<file path="config.mk">
export PLATFORM = sky130hd
export DESIGN_NAME = seven_seg_monitor
export DESIGN_NICKNAME = d
export VERILOG_FILES = /design/src/rtl/seven_seg_pkg.sv /design/src/rtl/seven_seg_pattern_decode.sv /design/src/rtl/seven_seg_monitor.sv
export SDC_FILE = /design/constraint.sdc
export NUM_CORES = 1
export LEC_CHECK = 0
export ABC_AREA = 1
export CAP_MARGIN = 20
export CORE_MARGIN = 4
export CORE_UTILIZATION = 51
export CTS_BUF_LIST = sky130_fd_sc_hd__clkbuf_4 sky130_fd_sc_hd__clkbuf_8 sky130_fd_sc_hd__clkbuf_16
export CTS_CLUSTER_SIZE = 16
export DETAILED_ROUTE_END_ITERATION = 16
export PLACE_DENSITY = 0.77
export REMOVE_ABC_BUFFERS = 1
export SLEW_MARGIN = 15
export SYNTH_ARGS = -nofsm -noshare
export SYNTH_HDL_FRONTEND = slang
export SYNTH_HIERARCHICAL = 1
export SYNTH_SLANG_ARGS = --single-unit
</file>
<file path="constraint.sdc">
create_clock -name clk -period 2.95 [get_ports clk]
set_clock_uncertainty 0.05 [all_clocks]
set_input_delay 0.59 -clock clk [delete_from_list [all_inputs] [get_ports clk]]
set_output_delay 0.59 -clock clk [all_outputs]
set_load 0.005 [all_outputs]
</file>
<file path="src/rtl/seven_seg_pkg.sv">
// Shared seven-segment definitions for the display encoder and the bus monitor.
// Holds the active-low bus convention, the bit position of each segment on the
// bus, and the gfedcba (active-high) pattern for every hex glyph plus blank.
package seven_seg_pkg;

    // Both segment and anode lines are driven low to light / select.
    localparam logic ACTIVE_LOW = 1'b1;

    // Bit positions on the segment bus.
    localparam int SEG_A_BIT  = 0;
    localparam int SEG_B_BIT  = 1;
    localparam int SEG_C_BIT  = 2;
    localparam int SEG_D_BIT  = 3;
    localparam int SEG_E_BIT  = 4;
    localparam int SEG_F_BIT  = 5;
    localparam int SEG_G_BIT  = 6;
    localparam int SEG_DP_BIT = 7;

    // Active-high gfedcba glyph patterns.
    localparam logic [6:0] SEG_PAT_0     = 7'h3F;
    localparam logic [6:0] SEG_PAT_1     = 7'h06;
    localparam logic [6:0] SEG_PAT_2     = 7'h5B;
    localparam logic [6:0] SEG_PAT_3     = 7'h4F;
    localparam logic [6:0] SEG_PAT_4     = 7'h66;
    localparam logic [6:0] SEG_PAT_5     = 7'h6D;
    localparam logic [6:0] SEG_PAT_6     = 7'h7D;
    localparam logic [6:0] SEG_PAT_7     = 7'h07;
    localparam logic [6:0] SEG_PAT_8     = 7'h7F;
    localparam logic [6:0] SEG_PAT_9     = 7'h6F;
    localparam logic [6:0] SEG_PAT_A     = 7'h77;
    localparam logic [6:0] SEG_PAT_B     = 7'h7C;
    localparam logic [6:0] SEG_PAT_C     = 7'h39;
    localparam logic [6:0] SEG_PAT_D     = 7'h5E;
    localparam logic [6:0] SEG_PAT_E     = 7'h79;
    localparam logic [6:0] SEG_PAT_F     = 7'h71;
    localparam logic [6:0] SEG_PAT_BLANK = 7'h00;

    // Convert a raw segment bus byte into active-high form (1 = lit).
    function automatic logic [7:0] seg_to_active_high(input logic [7:0] bus);
        logic [7:0] lit;
        if (ACTIVE_LOW) begin
            lit = ~bus;
        end else begin
            lit = bus;
        end
        return lit;
    endfunction

endpackage

</file>
<file path="src/rtl/seven_seg_pattern_decode.sv">
// Combinational glyph decoder.
// Ports:
//   pattern  - active-high gfedcba segment pattern
//   nibble   - hex value of the glyph (0 for blank or unrecognised patterns)
//   is_blank - all segments off
//   is_valid - pattern is a hex glyph or blank
module seven_seg_pattern_decode
    import seven_seg_pkg::*;
(
    input  logic [6:0] pattern,
    output logic [3:0] nibble,
    output logic       is_blank,
    output logic       is_valid
);

    // Map each legal glyph back to its hex value.
    always_comb begin
        nibble   = 4'h0;
        is_blank = 1'b0;
        is_valid = 1'b1;
        case (pattern)
            SEG_PAT_0:     nibble = 4'h0;
            SEG_PAT_1:     nibble = 4'h1;
            SEG_PAT_2:     nibble = 4'h2;
            SEG_PAT_3:     nibble = 4'h3;
            SEG_PAT_4:     nibble = 4'h4;
            SEG_PAT_5:     nibble = 4'h5;
            SEG_PAT_6:     nibble = 4'h6;
            SEG_PAT_7:     nibble = 4'h7;
            SEG_PAT_8:     nibble = 4'h8;
            SEG_PAT_9:     nibble = 4'h9;
            SEG_PAT_A:     nibble = 4'hA;
            SEG_PAT_B:     nibble = 4'hB;
            SEG_PAT_C:     nibble = 4'hC;
            SEG_PAT_D:     nibble = 4'hD;
            SEG_PAT_E:     nibble = 4'hE;
            SEG_PAT_F:     nibble = 4'hF;
            SEG_PAT_BLANK: is_blank = 1'b1;
            default:       is_valid = 1'b0;
        endcase
    end

endmodule

</file>
<file path="src/rtl/seven_seg_monitor.sv">
// Receive-side monitor for a multiplexed active-low seven-segment display.
// Reconstructs the 4-digit hex value, decimal points and blank digits being
// scanned, flags undecodable glyphs and reports a stalled scan.
// Ports:
//   clk, reset      - clock, synchronous active-high reset
//   segments[7:0]   - active-low segment bus ([6:0]=g..a, [7]=dp)
//   anodes[3:0]     - active-low digit selects, anodes[i] -> digit i
//   digits[15:0]    - last complete frame, nibble i = digit i
//   decimal_points  - dp lit per digit of last frame
//   blank           - digit was all-off in last frame (nibble reads 0)
//   frame_valid     - one-cycle pulse when the frame outputs update
//   pattern_error   - one-cycle pulse on capture of an undecodable glyph
//   stalled         - no valid capture for TIMEOUT_CYCLES cycles
module seven_seg_monitor
    import seven_seg_pkg::*;
#(
    parameter int SETTLE_CYCLES  = 4,
    parameter int TIMEOUT_CYCLES = 2**20
) (
    input  logic        clk,
    input  logic        reset,
    input  logic [7:0]  segments,
    input  logic [3:0]  anodes,
    output logic [15:0] digits,
    output logic [3:0]  decimal_points,
    output logic [3:0]  blank,
    output logic        frame_valid,
    output logic        pattern_error,
    output logic        stalled
);

    localparam int CNT_W = (SETTLE_CYCLES > 2) ? $clog2(SETTLE_CYCLES) : 1;
    localparam int TO_W  = $clog2(TIMEOUT_CYCLES + 1);
    localparam logic [CNT_W-1:0] SETTLE_MAX = CNT_W'(SETTLE_CYCLES - 1);
    localparam logic [TO_W-1:0]  TO_MAX     = TO_W'(TIMEOUT_CYCLES);

    logic [11:0]      sample_r;
    logic [CNT_W-1:0] settle_cnt_r;
    logic             capture_done_r;
    logic [15:0]      shadow_digits_r;
    logic [3:0]       shadow_dp_r;
    logic [3:0]       shadow_blank_r;
    logic [3:0]       mask_r;
    logic [TO_W-1:0]  timeout_r;

    logic [7:0]       seg_high_s;
    logic             dp_lit_s;
    logic [3:0]       nibble_s;
    logic             is_blank_s;
    logic             is_valid_s;
    logic             one_hot_s;
    logic [1:0]       dig_idx_s;
    logic [3:0]       dig_sel_s;
    logic             capture_s;
    logic             good_s;
    logic             bad_s;
    logic [3:0]       mask_set_s;
    logic [15:0]      shadow_digits_s;
    logic [3:0]       shadow_dp_s;
    logic [3:0]       shadow_blank_s;
    logic [TO_W-1:0]  timeout_inc_s;

    seven_seg_pattern_decode u_decode (
        .pattern  (seg_high_s[SEG_G_BIT:SEG_A_BIT]),
        .nibble   (nibble_s),
        .is_blank (is_blank_s),
        .is_valid (is_valid_s)
    );

    // Capture qualification and the shadow contents a capture would produce.
    always_comb begin
        seg_high_s = seg_to_active_high(sample_r[7:0]);
        dp_lit_s   = seg_high_s[SEG_DP_BIT];
        dig_sel_s  = ~sample_r[11:8];
        one_hot_s  = 1'b1;
        dig_idx_s  = 2'd0;
        case (sample_r[11:8])
            4'b1110: dig_idx_s = 2'd0;
            4'b1101: dig_idx_s = 2'd1;
            4'b1011: dig_idx_s = 2'd2;
            4'b0111: dig_idx_s = 2'd3;
            default: one_hot_s = 1'b0;
        endcase
        capture_s  = (settle_cnt_r == SETTLE_MAX) && !capture_done_r && one_hot_s;
        good_s     = capture_s && is_valid_s;
        bad_s      = capture_s && !is_valid_s;
        mask_set_s = mask_r | dig_sel_s;

        shadow_digits_s = shadow_digits_r;
        shadow_dp_s     = shadow_dp_r;
        shadow_blank_s  = shadow_blank_r;
        shadow_digits_s[{dig_idx_s, 2'b00} +: 4] = nibble_s;
        shadow_dp_s[dig_idx_s]    = dp_lit_s;
        shadow_blank_s[dig_idx_s] = is_blank_s;

        if (timeout_r == TO_MAX) begin
            timeout_inc_s = timeout_r;
        end else begin
            timeout_inc_s = timeout_r + TO_W'(1);
        end
    end

    // Input sample register, settle counter and one-capture-per-dwell flag.
    always_ff @(posedge clk) begin
        if (reset) begin
            sample_r       <= 12'h000;
            settle_cnt_r   <= '0;
            capture_done_r <= 1'b0;
        end else begin
            sample_r <= {anodes, segments};
            if ({anodes, segments} != sample_r) begin
                settle_cnt_r   <= '0;
                capture_done_r <= 1'b0;
            end else begin
                if (settle_cnt_r != SETTLE_MAX) begin
                    settle_cnt_r <= settle_cnt_r + CNT_W'(1);
                end else begin
                    settle_cnt_r <= settle_cnt_r;
                end
                capture_done_r <= capture_done_r | capture_s;
            end
        end
    end

    // Frame assembly: shadow writes, completion mask and registered outputs.
    always_ff @(posedge clk) begin
        if (reset) begin
            shadow_digits_r <= 16'h0000;
            shadow_dp_r     <= 4'h0;
            shadow_blank_r  <= 4'h0;
            mask_r          <= 4'h0;
            digits          <= 16'h0000;
            decimal_points  <= 4'h0;
            blank           <= 4'h0;
            frame_valid     <= 1'b0;
            pattern_error   <= 1'b0;
        end else begin
            frame_valid   <= 1'b0;
            pattern_error <= bad_s;
            if (good_s) begin
                shadow_digits_r <= shadow_digits_s;
                shadow_dp_r     <= shadow_dp_s;
                shadow_blank_r  <= shadow_blank_s;
                if (mask_set_s == 4'b1111) begin
                    // Final digit goes straight to the outputs with the rest.
                    digits         <= shadow_digits_s;
                    decimal_points <= shadow_dp_s;
                    blank          <= shadow_blank_s;
                    frame_valid    <= 1'b1;
                    mask_r         <= 4'b0000;
                end else begin
                    mask_r <= mask_set_s;
                end
            end else if (bad_s) begin
                // Digit must be recaptured cleanly before the frame can close.
                mask_r <= mask_r & ~dig_sel_s;
            end else begin
                mask_r <= mask_r;
            end
        end
    end

    // Stall detector; a valid capture always wins over saturation.
    always_ff @(posedge clk) begin
        if (reset) begin
            timeout_r <= '0;
            stalled   <= 1'b0;
        end else if (good_s) begin
            timeout_r <= '0;
            stalled   <= 1'b0;
        end else begin
            timeout_r <= timeout_inc_s;
            stalled   <= (timeout_inc_s == TO_MAX);
        end
    end

endmodule

</file>
# == Word level (Yosys, flattened, before mapping) ==
# Cells that the tools add are included.
# word_totals
output_inout_bits,27
in_bits,14
elab_cells,84
regBits,91
# op_classes
order_cmp,2
eq_ne,26
addsub,3
mux,15
shift,2
reduce_logical,15
n_bitwise,7
# ops
cell,n
$eq A7 B7 Y1 const B,12
$pmux W4 S15,1
$eq A21 B21 Y1 const B,2
$add A21 B1 Y21 const B,1
$mux W21,1
$reduce_or A17 Y1,1
$bwmux W16,1
$eq A4 B4 Y1 const B,4
$shift A4 B6 Y16 const A,1
$shiftx A4 B6 Y16,1
$eq A7 B3 Y1 const B,2
$eq A7 B6 Y1 const B,2
$mux W4,3
$ne A12 B12 Y1,1
$bwmux W4,2
$not A4 Y4,2
$not A8 Y8,1
$logic_not A7 Y1,1
$neg A4 Y6,1
$pmux W2 S3,1
$reduce_or A2 Y1,3
$logic_and A1 B1 Y1,5
$mux W1,5
$and A4 B4 Y4,1
other kinds (14),15

# == Logic depth before layout (Yosys ltp) ==
# logic_depth
ltp_word,8
depth_mapped,15
mapped_depth_nobuf,14

# == Modules after synthesis ==
# The synthesis kept the hierarchy.
# by_module_without_submodules
mod,n_inst,area_per_inst_um2,cells_per_inst
seven_seg_monitor,1,4216.5,577
seven_seg_pattern_decode,1,330.3,74

# == Worst setup path after synthesis ==
# Ideal clock, no wire load.
# synth_path
path_type,reg-to-reg
startpoint,reg sample_r[10]
endpoint,reg digits[4]
slack_ns,0.717
synth_period_minus_slack_ns,2.233
stages_incl_launch_ff,13
arrival_ns,2.113
n_path_buf,0
setup_ns,0.070
required_ns,2.830
cell_sequence,dfxtp_1 > nand2_1 > clkinv_1 > nand3_1 > nand2_2 > clkinv_1 > ha_1 > inv_1 > nor2_1 > nand3_1 > o22ai_1 > inv_1 > a21oi_1
# synth_via
elab_chain_len,6
word_cells_on_any_way,17
# synth_lines
item,line,source
"start, declared",seven_seg_monitor.sv:37,logic [11:0] sample_r;
"start signal, assigned",seven_seg_monitor.sv:110,"sample_r <= {anodes, segments};"
branches (longest 6 deep; another with $neg A4 Y6),n/a,
"end signal, assigned",seven_seg_monitor.sv:146,digits <= shadow_digits_s;
"end, declared",seven_seg_monitor.sv:24,"output logic [15:0] digits,"
# Several ways; the timed one is not identified.
# A chain may end at the register's enable or synchronous reset.

# == Worst setup path after layout ==
# layout_path
startpoint,reg sample_r[10]
endpoint,reg shadow_digits_r[9]
# layout_via
elab_chain_len,5
word_cells_on_any_way,13
# layout_lines
item,line,source
$eq A4 B3 Y1 or $eq A4 B4 Y1 (tied branches),seven_seg_monitor.sv:77,case (sample_r[11:8])
$pmux W2 S3 or $reduce_or A4 Y1 (tied branches),n/a,
$neg A4 Y6 or $mux W1 (tied branches),"seven_seg_monitor.sv:92, seven_seg_monitor.sv:77",
"$shiftx A4 B6 Y16, or another cell as far along",seven_seg_monitor.sv:92,"shadow_digits_s[{dig_idx_s, 2'b00} +: 4] = nibble_s;"
$bwmux W16 or $logic_and A1 B1 Y1 (tied branches),"seven_seg_monitor.sv:92, seven_seg_monitor.sv:85",
"end signal, assigned",seven_seg_monitor.sv:141,shadow_digits_r <= shadow_digits_s;
"end, declared",seven_seg_monitor.sv:40,logic [15:0] shadow_digits_r;
# Parallel ways exist; a longest one is shown, timed or not.

==> results.txt <==
The flow ran to the end, and the final reports show no timing, DRC or antenna violations. The delay of the slowest cell on the worst path is 0.46 ns. The number of endpoints with negative hold slack in the final report is 0. The post-detailed-route count of antenna-violating nets is 0. Among all cell types in the netlist, the one instantiated most often is sky130_fd_sc_hd__nand2_1. Wires add up to 10200 um. The total routing resource utilization after global routing is 20.9%. From synthesis to final layout, the design area changed by 15.1%. In this run the biggest area consumer among cell types represents 40.1% of the synthesized area.

The finished layout holds 807 standard cells, fillers aside. The max-slew violation count is 0. Net switching is 25.8% of the power. CTS built an H-tree with a depth of 3. The worst hold path terminates at shadow_blank_r[3]. The global-route wire length before repair came out at 17800 um. In this run, synthesis inferred 0 flip-flops with an integrated enable. TritonCTS built the clock tree. The post-cts repair resize count came out at 0. The reg2reg setup slack came out at 0.46 ns. The tree is rooted in a sky130_fd_sc_hd__clkbuf_8. STA classifies the critical path endpoint as a register.

For this run, the number of Yosys warnings is 6. The number of port buffers is 40. The terminus of the critical flop-to-flop path is shadow_digits_r[9]. In this run, placement finished with an instance count of 791.

The required time of the worst setup path is 3.17 ns. The total number of vias came out at 4236. The topmost layer with routed signal wires is met4. In this run, the clock network consumes 35.5% of the power.

Of all flip-flops after synthesis, the portion carrying an async set or reset was 0%. The worst hold path belongs to the class reg -> reg. After technology mapping, the gate count stands at 651. The die covers 0.0105 mm2. The number of sinks on the clock net came out at 91. The power share of the sequential group came out at 56.5%. The cell depth of the worst flop-to-flop path is 11. In the detailed route, the total length drawn on met2 is 4720 um. The instance area at placement came out at 0.00505 mm2. Setup violations remaining at the end of the flow were counted as 0.

The total DRC errors in the routed layout came out at 0. Entering global routing, the biggest net connects 34 pins. The longest clock path from root to sink contains 2 buffers. The number of filler instances in the final layout came out at 809. Of the available clock period, the critical path in the final layout requires 84.4%. The post-route cell area came out at 0.00523 mm2. The worst-case vdd ir drop is 0.000249 V. Summing all flip-flop and latch instances after layout gives 0.00182 mm2. The signal on the critical path passes through nand2_1 > clkinv_1 > nand3_1 > nand2_2 > clkinv_1 > ha_1 > inv_1 > nor2_1 > nand3_1 > a2bb2oi_1 > o21ai_0. The leakage power summed over all cells is 0.00216 uW. The setup path with the least slack is of type reg -> reg.

The number of library cell types mapped by synthesis came out at 38. The floorplan row count came out at 34. The boundary pin count is 41.

The startpoint identified for the worst register-to-register timing path is sample_r[10]. The internal portion of total power is 1650 uW. Summing internal, switching and leakage power gives 2220 uW. The chip width came out at 102 um. The worst setup path is launched from a register. In the routed layout, each cell is associated on average with a via count of 5.25.

The critical path starts at sample_r[10]. The post-synthesis share of cell area spent on xor and xnor gates is 3.47%. In this run the worst path has a maximum fanout of 10. The post-route netlist has 7.01% of its cells at a drive strength greater than 1. The power per unit of standard cell area is 424 mW/mm2. The number of nets in the layout is 718. The cell class contributing the biggest share of worst-path delay is simple AND/OR/NAND/NOR gates. The routed length on met1 is 4860 um. The mapped cell area is 0.00455 mm2. The fraction of the mapped netlist area in adder cells is 2.75%. The worst-case headroom to the max-slew limit came out at 69.0%. The post-synthesis area per instance is 6.98 um2. The core region is 0.00868 mm2. For the worst setup path, the data arrival time is 2.71 ns.

The number of max-cap violations is 0. By count the netlist is led by sky130_fd_sc_hd__nand2_1 (130), sky130_fd_sc_hd__nor2_1 (109), sky130_fd_sc_hd__dfxtp_1 (91), sky130_fd_sc_hd__inv_1 (79), sky130_fd_sc_hd__o21ai_0 (43). The number of global-route vias before repair came out at 4033.

The synthesized netlist devotes 30.3% of its cell area to simple gates. Clock tree synthesis inserted a total of 9 buffers. The accumulated negative setup slack is 0 ns. The HPWL after detailed placement is 7670 um.

By area, the combinational part of the netlist is dominated by simple AND/OR/NAND/NOR gates. Based on the critical path, the design can be clocked at up to 402 MHz. After synthesis, the cell types taking the most area are sky130_fd_sc_hd__dfxtp_1 (40%), sky130_fd_sc_hd__nand2_1 (11%), sky130_fd_sc_hd__nor2_1 (9.0%), sky130_fd_sc_hd__inv_1 (6.5%), sky130_fd_sc_hd__o21ai_0 (4.7%). The vertical extent of the die is 102 um. Multiplexer cells account for 0% of the synthesized area.

The clock latency on the worst-skew pair is 0.35 ns. The number of hold buffers added after CTS was 0. The first-iteration detailed-routing DRC count came out at 257. The average wire per cell in the routed design is 12.7 um. The number of antenna diodes in the final layout is 0. Counting instances, the worst hold path has a depth of 2. The part of the total power dissipated in combinational logic came out at 8.0%.

The wire length on met3 came out at 535 um. The length of the first detailed-routing pass in iterations came out at 5. Routability-driven placement finished with a final weighted congestion of 0.993. The sequential element share of the synthesized area came out at 40.1%. After global routing the overflow that remains totals 0. The register bit total from synthesis came out at 91. The clock-pin slew on the worst setup and hold paths came out at 0.09 ns. The critical-path cell with the highest stage delay is sky130_fd_sc_hd__dfxtp_1. In the final layout, the multi-input gates occupy 0.00231 mm2. Once the floorplan was initialized, standard cells occupied 52.4% of the core. The library cell occupying the most area in the post-synthesis netlist is sky130_fd_sc_hd__dfxtp_1.

The slew of the pin with the lowest slew margin is 0.464 ns. The most used flip-flop cell after synthesis is sky130_fd_sc_hd__dfxtp_1. Together, buffers and inverters on the worst path number 3. Setup repair after global routing left no endpoint under its margin. The clock period minus worst slack came out at 2.49 ns. Buffers added to address setup during post-CTS repair amount to 0.

In this run the most critical hold path is launched from shadow_blank_r[3]. The complex-gate fraction of the synthesized area is 14.4%. The number of antenna violations at the first check in global routing is 0. Summed over all nets, the switching power comes to 571 uW.
[cells by family (layout without fill, tap and decap cells)]
kind of cell,Yosys count,count (layout)
flip-flops,91,91
AND/OR/NAND/NOR,317,317
XOR/XNOR,18,18
buffers and inverters,101,149
AO/OA/AOI/OAI,114,114
adder cells (fa/ha/maj),10,10
[placed cells by master, fill, tap and decap left out, types with 2 or more instances in the layout]
| master | count |
|---|---|
| sky130_fd_sc_hd__nand2_2 | 5 |
| sky130_fd_sc_hd__nand3_1 | 40 |
| sky130_fd_sc_hd__nand2_1 | 130 |
| sky130_fd_sc_hd__o21ai_0 | 43 |
| sky130_fd_sc_hd__nand3_2 | 2 |
| sky130_fd_sc_hd__o21ai_1 | 3 |
| sky130_fd_sc_hd__a22oi_1 | 4 |
| sky130_fd_sc_hd__xor2_1 | 13 |
| sky130_fd_sc_hd__clkinv_1 | 4 |
| sky130_fd_sc_hd__inv_1 | 79 |
| sky130_fd_sc_hd__xnor2_1 | 5 |
| sky130_fd_sc_hd__clkdlybuf4s50_1 | 40 |
| sky130_fd_sc_hd__inv_2 | 2 |
| sky130_fd_sc_hd__nor2_2 | 8 |
| sky130_fd_sc_hd__a211oi_1 | 2 |
| sky130_fd_sc_hd__buf_4 | 7 |
| sky130_fd_sc_hd__nor3_1 | 4 |
| sky130_fd_sc_hd__a2bb2oi_1 | 4 |
| sky130_fd_sc_hd__nand4_1 | 9 |
| sky130_fd_sc_hd__nand3b_1 | 4 |
| sky130_fd_sc_hd__clkbuf_8 | 10 |
| sky130_fd_sc_hd__o22ai_1 | 21 |
| sky130_fd_sc_hd__dfxtp_1 | 91 |
| sky130_fd_sc_hd__ha_1 | 10 |
| sky130_fd_sc_hd__a21oi_1 | 31 |
| sky130_fd_sc_hd__nor2_1 | 109 |
| sky130_fd_sc_hd__clkinvlp_4 | 2 |
| sky130_fd_sc_hd__a21oi_2 | 3 |
[worst max path at each step]
stage	slack, ns	cells after the start	end
final	0.46	11	shadow_digits_r[9]
after global routing	0.20	12	digits[7]
after CTS	0.45	11	shadow_digits_r[9]
after detailed placement	0.50	11	shadow_digits_r[9]
after global placement	0.60	12	digits[7]
after floorplan	0.65	12	shadow_blank_r[3]
[sequential cells by signal (all words and copies together), names as in the netlist]
name,flops
blank,4
capture_done_r,1
decimal_points,4
digits,16
frame_valid,1
mask_r,4
pattern_error,1
sample_r,12
settle_cnt_r,2
shadow_blank_r,4
shadow_digits_r,16
shadow_dp_r,4
stalled,1
timeout_r,21
[cell type report]
| type | count | share of cell area (%) |
|---|---|---|
| clock buffer | 11 | 2.77 |
| clock inverter | 5 | 0.718 |
| inverter | 86 | 6.22 |
| multi-input combinational | 459 | 44.2 |
| sequential | 91 | 34.8 |
| tap | 108 | 2.58 |
| timing repair buffer | 47 | 8.66 |
[per-layer routing]
layer / track usage (%) / up-vias
li1: - / 2183
met5: 0 / -
met2: 34.4 / 106
met3: 4.30 / 9
met4: 5.05 / 0
met1: 28.3 / 1938
[power groups by stage]
stage	Clock, uW	Combinational, uW	Sequential (uW)
2_1_floorplan	0	117	1280
3_3_place_gp	0	172	1280
3_5_place_dp	0	176	1280
4_1_cts	812	177	1250
5_1_grt	870	201	1260
6_report	786	178	1250
[through the flow]
step	util, %	hold WS [ns]	setup slack, ns
3_5_place_dp	58.2	0.392	0.499
2_1_floorplan	-	0.373	0.648
4_1_cts	60.3	0.414	0.453
3_3_place_gp	58.2	0.384	0.597
5_1_grt	60.3	0.424	0.197
6_report	60.3	0.411	0.461
[worst register-to-register path: stages (launching register included)]
cell and delay (ns):
sky130_fd_sc_hd__dfxtp_1 0.46, sky130_fd_sc_hd__nand2_1 0.14, sky130_fd_sc_hd__clkinv_1 0.09, sky130_fd_sc_hd__nand3_1 0.08, sky130_fd_sc_hd__nand2_2 0.22, sky130_fd_sc_hd__clkinv_1 0.13
sky130_fd_sc_hd__ha_1 0.29, sky130_fd_sc_hd__inv_1 0.08, sky130_fd_sc_hd__nor2_1 0.38, sky130_fd_sc_hd__nand3_1 0.15, sky130_fd_sc_hd__a2bb2oi_1 0.19, sky130_fd_sc_hd__o21ai_0 0.17
Note: power is estimated with default switching activity, not from simulation.
